**src/rtl/a2c_transmitter.sv**
```systemverilog
// A2C link transmitter: buffers WORD_W-bit words and shifts them LSB first onto A2C_DT/A2C_CK.
// Define A2C_TX_FIFO_EN for a FIFO_DEPTH-entry word FIFO; otherwise a single holding register.
module a2c_transmitter #(
  parameter int unsigned WORD_W     = 40,
  parameter int unsigned CLK_HALF   = 16,
  parameter int unsigned GAP_CYCLES = 32,
  parameter int unsigned FIFO_DEPTH = 4
) (
  input  logic              clk50,
  input  logic              rst,
  input  logic [WORD_W-1:0] dataIn,
  input  logic              dataValid,
  output logic              dataReady,
  output logic              A2C_DT,
  output logic              A2C_CK,
  output logic              busy,
  output logic              frameDone
);

`ifdef A2C_TX_FIFO_EN
  localparam int unsigned DEPTH = FIFO_DEPTH;
`else
  // Single holding register; FIFO_DEPTH has no effect in this build.
  localparam int unsigned DEPTH = 1 + 0 * FIFO_DEPTH;
`endif
  localparam int unsigned CNT_W  = $clog2(DEPTH + 1);
  localparam int unsigned HALF_W = $clog2(CLK_HALF) + 1;
  localparam int unsigned GAP_W  = $clog2(GAP_CYCLES) + 1;
  localparam int unsigned BIT_W  = 6;

  typedef enum logic [1:0] {S_IDLE, S_LOW, S_HIGH, S_GAP} state_t;

  state_t            r_state, w_state_next;
  logic [HALF_W-1:0] r_half, w_half_next;
  logic [GAP_W-1:0]  r_gap, w_gap_next;
  logic [BIT_W-1:0]  r_bit, w_bit_next;
  logic [WORD_W-1:0] r_shift, w_shift_next;

  logic [CNT_W-1:0]  r_count, w_count_next;
  logic [WORD_W-1:0] w_head;
  logic              w_push, w_pop;
  logic              r_ready, r_busy, r_ck, r_dt, r_done;

  assign w_push       = dataValid & r_ready;
  assign w_count_next = r_count + CNT_W'(w_push) - CNT_W'(w_pop);

`ifdef A2C_TX_FIFO_EN
  localparam int unsigned PTR_W = $clog2(DEPTH);

  logic [WORD_W-1:0] r_mem [DEPTH];
  logic [PTR_W-1:0]  r_wr_ptr, r_rd_ptr;

  // Pointers wrap on their own since DEPTH is a power of two.
  always_ff @(posedge clk50 or posedge rst) begin
    if (rst) begin
      r_wr_ptr <= '0;
      r_rd_ptr <= '0;
    end else begin
      if (w_push) r_wr_ptr <= r_wr_ptr + PTR_W'(1);
      if (w_pop)  r_rd_ptr <= r_rd_ptr + PTR_W'(1);
    end
  end

  always_ff @(posedge clk50) begin
    if (w_push) r_mem[r_wr_ptr] <= dataIn;
  end

  assign w_head = r_mem[r_rd_ptr];
`else
  logic [WORD_W-1:0] r_hold;

  always_ff @(posedge clk50) begin
    if (w_push) r_hold <= dataIn;
  end

  assign w_head = r_hold;
`endif

  // Occupancy and the registered handshake/status flags derived from next occupancy.
  always_ff @(posedge clk50 or posedge rst) begin
    if (rst) begin
      r_count <= '0;
      r_ready <= 1'b0;
      r_busy  <= 1'b0;
    end else begin
      r_count <= w_count_next;
      r_ready <= (w_count_next != CNT_W'(DEPTH));
      r_busy  <= (w_state_next != S_IDLE) || (w_count_next != '0);
    end
  end

  always_ff @(posedge clk50 or posedge rst) begin
    if (rst) begin
      r_state <= S_IDLE;
      r_half  <= '0;
      r_gap   <= '0;
      r_bit   <= '0;
      r_shift <= '0;
    end else begin
      r_state <= w_state_next;
      r_half  <= w_half_next;
      r_gap   <= w_gap_next;
      r_bit   <= w_bit_next;
      r_shift <= w_shift_next;
    end
  end

  always_comb begin
    w_state_next = r_state;
    w_half_next  = r_half;
    w_gap_next   = r_gap;
    w_bit_next   = r_bit;
    w_shift_next = r_shift;
    w_pop        = 1'b0;
    case (r_state)
      S_IDLE: begin
        if (r_count != '0) begin
          w_pop        = 1'b1;
          w_shift_next = w_head;
          w_bit_next   = '0;
          w_half_next  = '0;
          w_state_next = S_LOW;
        end
      end
      S_LOW: begin
        if (r_half == HALF_W'(CLK_HALF - 1)) begin
          w_half_next  = '0;
          w_state_next = S_HIGH;
        end else begin
          w_half_next = r_half + HALF_W'(1);
        end
      end
      S_HIGH: begin
        if (r_half == HALF_W'(CLK_HALF - 1)) begin
          w_half_next = '0;
          if (r_bit == BIT_W'(WORD_W - 1)) begin
            w_gap_next   = '0;
            w_state_next = S_GAP;
          end else begin
            w_shift_next = r_shift >> 1;
            w_bit_next   = r_bit + BIT_W'(1);
            w_state_next = S_LOW;
          end
        end else begin
          w_half_next = r_half + HALF_W'(1);
        end
      end
      S_GAP: begin
        if (r_gap == GAP_W'(GAP_CYCLES - 1)) begin
          w_state_next = S_IDLE;
        end else begin
          w_gap_next = r_gap + GAP_W'(1);
        end
      end
      default: w_state_next = S_IDLE;
    endcase
  end

  // Pins lag the state by one cycle; DT only moves once CK has already settled low.
  always_ff @(posedge clk50 or posedge rst) begin
    if (rst) begin
      r_ck   <= 1'b0;
      r_dt   <= 1'b0;
      r_done <= 1'b0;
    end else begin
      r_ck   <= (r_state == S_HIGH);
      r_done <= (r_state == S_GAP) && (r_gap == '0);
      if (!r_ck && (r_state != S_HIGH)) begin
        r_dt <= (r_state == S_LOW) ? r_shift[0] : 1'b0;
      end
    end
  end

  assign dataReady = r_ready;
  assign busy      = r_busy;
  assign A2C_CK    = r_ck;
  assign A2C_DT    = r_dt;
  assign frameDone = r_done;

endmodule

```
**config.mk**
```make
export PLATFORM = sky130hd
export DESIGN_NAME = a2c_transmitter
export DESIGN_NICKNAME = d
export VERILOG_FILES = /design/src/rtl/a2c_transmitter.sv
export SDC_FILE = /design/constraint.sdc
export NUM_CORES = 1
export LEC_CHECK = 0
export CELL_PAD_IN_SITES_DETAIL_PLACEMENT = 1
export CELL_PAD_IN_SITES_GLOBAL_PLACEMENT = 1
export CORE_MARGIN = 2
export CORE_UTILIZATION = 46
export DETAILED_ROUTE_END_ITERATION = 6
export PLACE_DENSITY_LB_ADDON = 0.05
export SYNTH_ARGS = -nofsm -noshare
export SYNTH_HDL_FRONTEND = slang
export SYNTH_SLANG_ARGS = --single-unit
```
**constraint.sdc**
```tcl
create_clock -name clk50 -period 2.49 [get_ports clk50]
set_clock_uncertainty 0.05 [all_clocks]
set_input_delay 0.3735 -clock clk50 [delete_from_list [all_inputs] [get_ports clk50]]
set_output_delay 0.3735 -clock clk50 [all_outputs]
set_load 0.02 [all_outputs]
```
==> summary.txt <==
Status = complete, no violations
Hold slack = 207 ps
Ys flop type = dfrtp_1
Mean number of vias per cell = 5.24
Horiz. Die Dim = 103 um
Worst R2R Start = r_state[0]$_DFF_PP0_
Max frequency = 449 MHz
Area contributors post-synth = dfrtp_1, edfxtp_1, mux2i_1
Max-slew violations = 0
Slew @ Worst Pin = 611 ps
Post-Syn Area = 0.00449 mm^2
Initial antenna violation count = 0
Most frequent cells in the layout = dfrtp_1, nor2_1, clkdlybuf4s50_1
Clock Tree Buf Depth = 2
Setup TNS = 0 ps
Grt total ovfl = 0
Largest net degree at the start of global routing = 64
Max VDD drop = 0.380 mV
Core area = 0.00964 mm^2
Post-DP Area = 0.00514 mm^2
Crit path from = r_state[0]$_DFF_PP0_
Post-synth EDFFs = 40
Layout cells sized above 1 = 8.45%
Worst-Skew Late Latency = 370 ps
Cts hold-fix bufs = 0
DRT iter0 DRCs = 56
Vias in the first global route = 3,027
Die H = 103 um
Total track usage = 17.3%
Antenna diodes = 0
Crit path max-delay family = compound AO/OA/AOI/OAI gates
Hold Crit Class = in -> async
DPL Wire Length = 5580 um
Most common cell after layout, fill and taps aside = dfrtp_1
Post-synthesis register bit count = 105
First-pass GRT wire length = 14,100 um
CP cell instances = inv_1 > ha_1 > nand2b_1 > o21ai_1 > o21ai_1 > a22o_1 > or3_1
Async set-or-reset flop fraction in the synthesized netlist = 61.9%
Synth warn = 0
Root Driver = clkbuf_8
First-pass DRT Iterations = 4
Post-Synthesis Cells = 361
DRC Markers = 0
Area grow syn2layout = 19.9%
PwrDens = 656 mW/mm^2
Avg Cell Area, Syn = 12.4 um^2
Initial Utilization = 46.6%
Crit end category = flop
Gp weighted congestion = 0.761
CP required = 2690 ps
I/O pins = 48
Worst path arrival time = 2430 ps
Fill cells = 1,020
Register clock-pin slew on the reported worst setup and hold paths = 100 ps
Cell repeated most along the worst path = o21ai_1
Syn_nets = 412
Rel. slew slack = 58.8%
Leak = 2.43 nW
Cell accounting for the most synthesized area = dfrtp_1
Maxcap violations = 0
Yosys top cell area share = 36.2%
Final ANT Viol Nets = 0
Worst Path Class, Setup = reg -> reg
RSZ-0062 raised after global routing = no
TritonCTS clock tree = yes
Post-CTS setup buffers = 0
# port buffers = 47
Final period utilization = 89.5%
# rows = 36
Die ar. = 0.0106 mm^2
Final setup vio count = 0
Critical Path Start Type = flop
DR WL/cell = 15.1 um
Slowest-stage cell, CP = dfrtp_1
Crit-path max FO = 10
CTS Buf Count = 9
Post-layout instance area = 0.00538 mm^2
Routed vias = 2,865
Hold Vio Cnt, Final = 0
Cts repair resizes = 0
Final WL = 8290 um
Critical path buffers and inverters = 1
Min cycle time layout = 2230 ps
Final core occ = 55.8%
Fin nets = 460
H-tree levels = 3
Sequential-to-total area share from yosys stat = 63.0%
Yosys cell types = 47
Clock Sinks = 105
Worst path max stage delay = 410 ps
-- metrics by stage --
step                std cells  total power [W]  setup WS, ps
floorplan                 361          0.00214           440
global placement          531          0.00230           390
detailed placement        531          0.00231           295
CTS                       547          0.00357           276
global route              547          0.00366           124
finish                    547          0.00353           262
-- registers in the layout, indices dropped and copies added (netlist names) --
register   cells
r_bit          6
dataReady      1
A2C_CK         1
r_shift       40
frameDone      1
r_half         5
r_state        2
A2C_DT         1
r_count        1
r_gap          6
r_hold        40
busy           1
-- cell families after synthesis --
| group | after synthesis | synth area share, % |
|---|---|---|
| adders and majority gates | 8 | 2.23 |
| muxes | 42 | 9.42 |
| buffers and inverters | 25 | 2.65 |
| xor gates and xnor gates | 9 | 1.76 |
| AOI/OAI and AO/OA | 75 | 10.5 |
| DFF | 105 | 63.0 |
| and+or+nand+nor | 97 | 10.5 |
-- synthesized netlist by cell type (2+ instances only) --
cell	number
dfrtp_1	65
nor2_1	52
a21oi_1	45
edfxtp_1	40
mux2i_1	40
nand2_1	13
inv_1	9
buf_2	8
ha_1	8
nand3_1	8
o21ai_0	8
clkbuf_1	6
nand4_1	6
a22o_1	5
xnor2_1	5
xor2_1	4
a21o_1	3
nor3_1	3
buf_6	2
mux2_2	2
nor2b_1	2
o21ai_1	2
-- worst paths after layout --
path | cells after the start | end | slack, ps
max in group asynchronous | 3 | r_shift[2]$_DFFE_PP0P_ | 1610
worst max-delay path | 7 | busy$_DFF_PP0_ | 260
min in group clk50 | 2 | r_shift[39]$_DFFE_PP0P_ | 420
worst min register to register | 2 | r_shift[39]$_DFFE_PP0P_ | 420
worst min-delay path | 2 | r_shift[29]$_DFFE_PP0P_ | 210
worst max register to register | 7 | busy$_DFF_PP0_ | 260
-- layout make-up --
class	count	area (um^2)	area share, %
Sequential cell	105	2830	52.5
Clock buffer	10	128	2.37
Inverter	9	33.8	0.628
Multi-Input combinational cell	231	1550	28.7
Timing Repair Buffer	53	566	10.5
Clock inverter	6	115	2.14
Tap cell	133	166	3.09
-- routing by layer --
metal  GRT usage [%]  vias up  part of all wire [%]
li1                -     1389                     -
met1            21.7     1426                    45
met2            29.7       41                    50
met3            3.59        9                   3.2
met4            6.38        0                   1.6
met5               0        -                     0
-- report_power, final --
group          internal (W)  total (W)  switching (W)
clock network      0.000674    0.00127       0.000597
logic              0.000112   0.000249       0.000137
registers           0.00196    0.00201      0.0000469
Power figures use the tool's default switching activity.
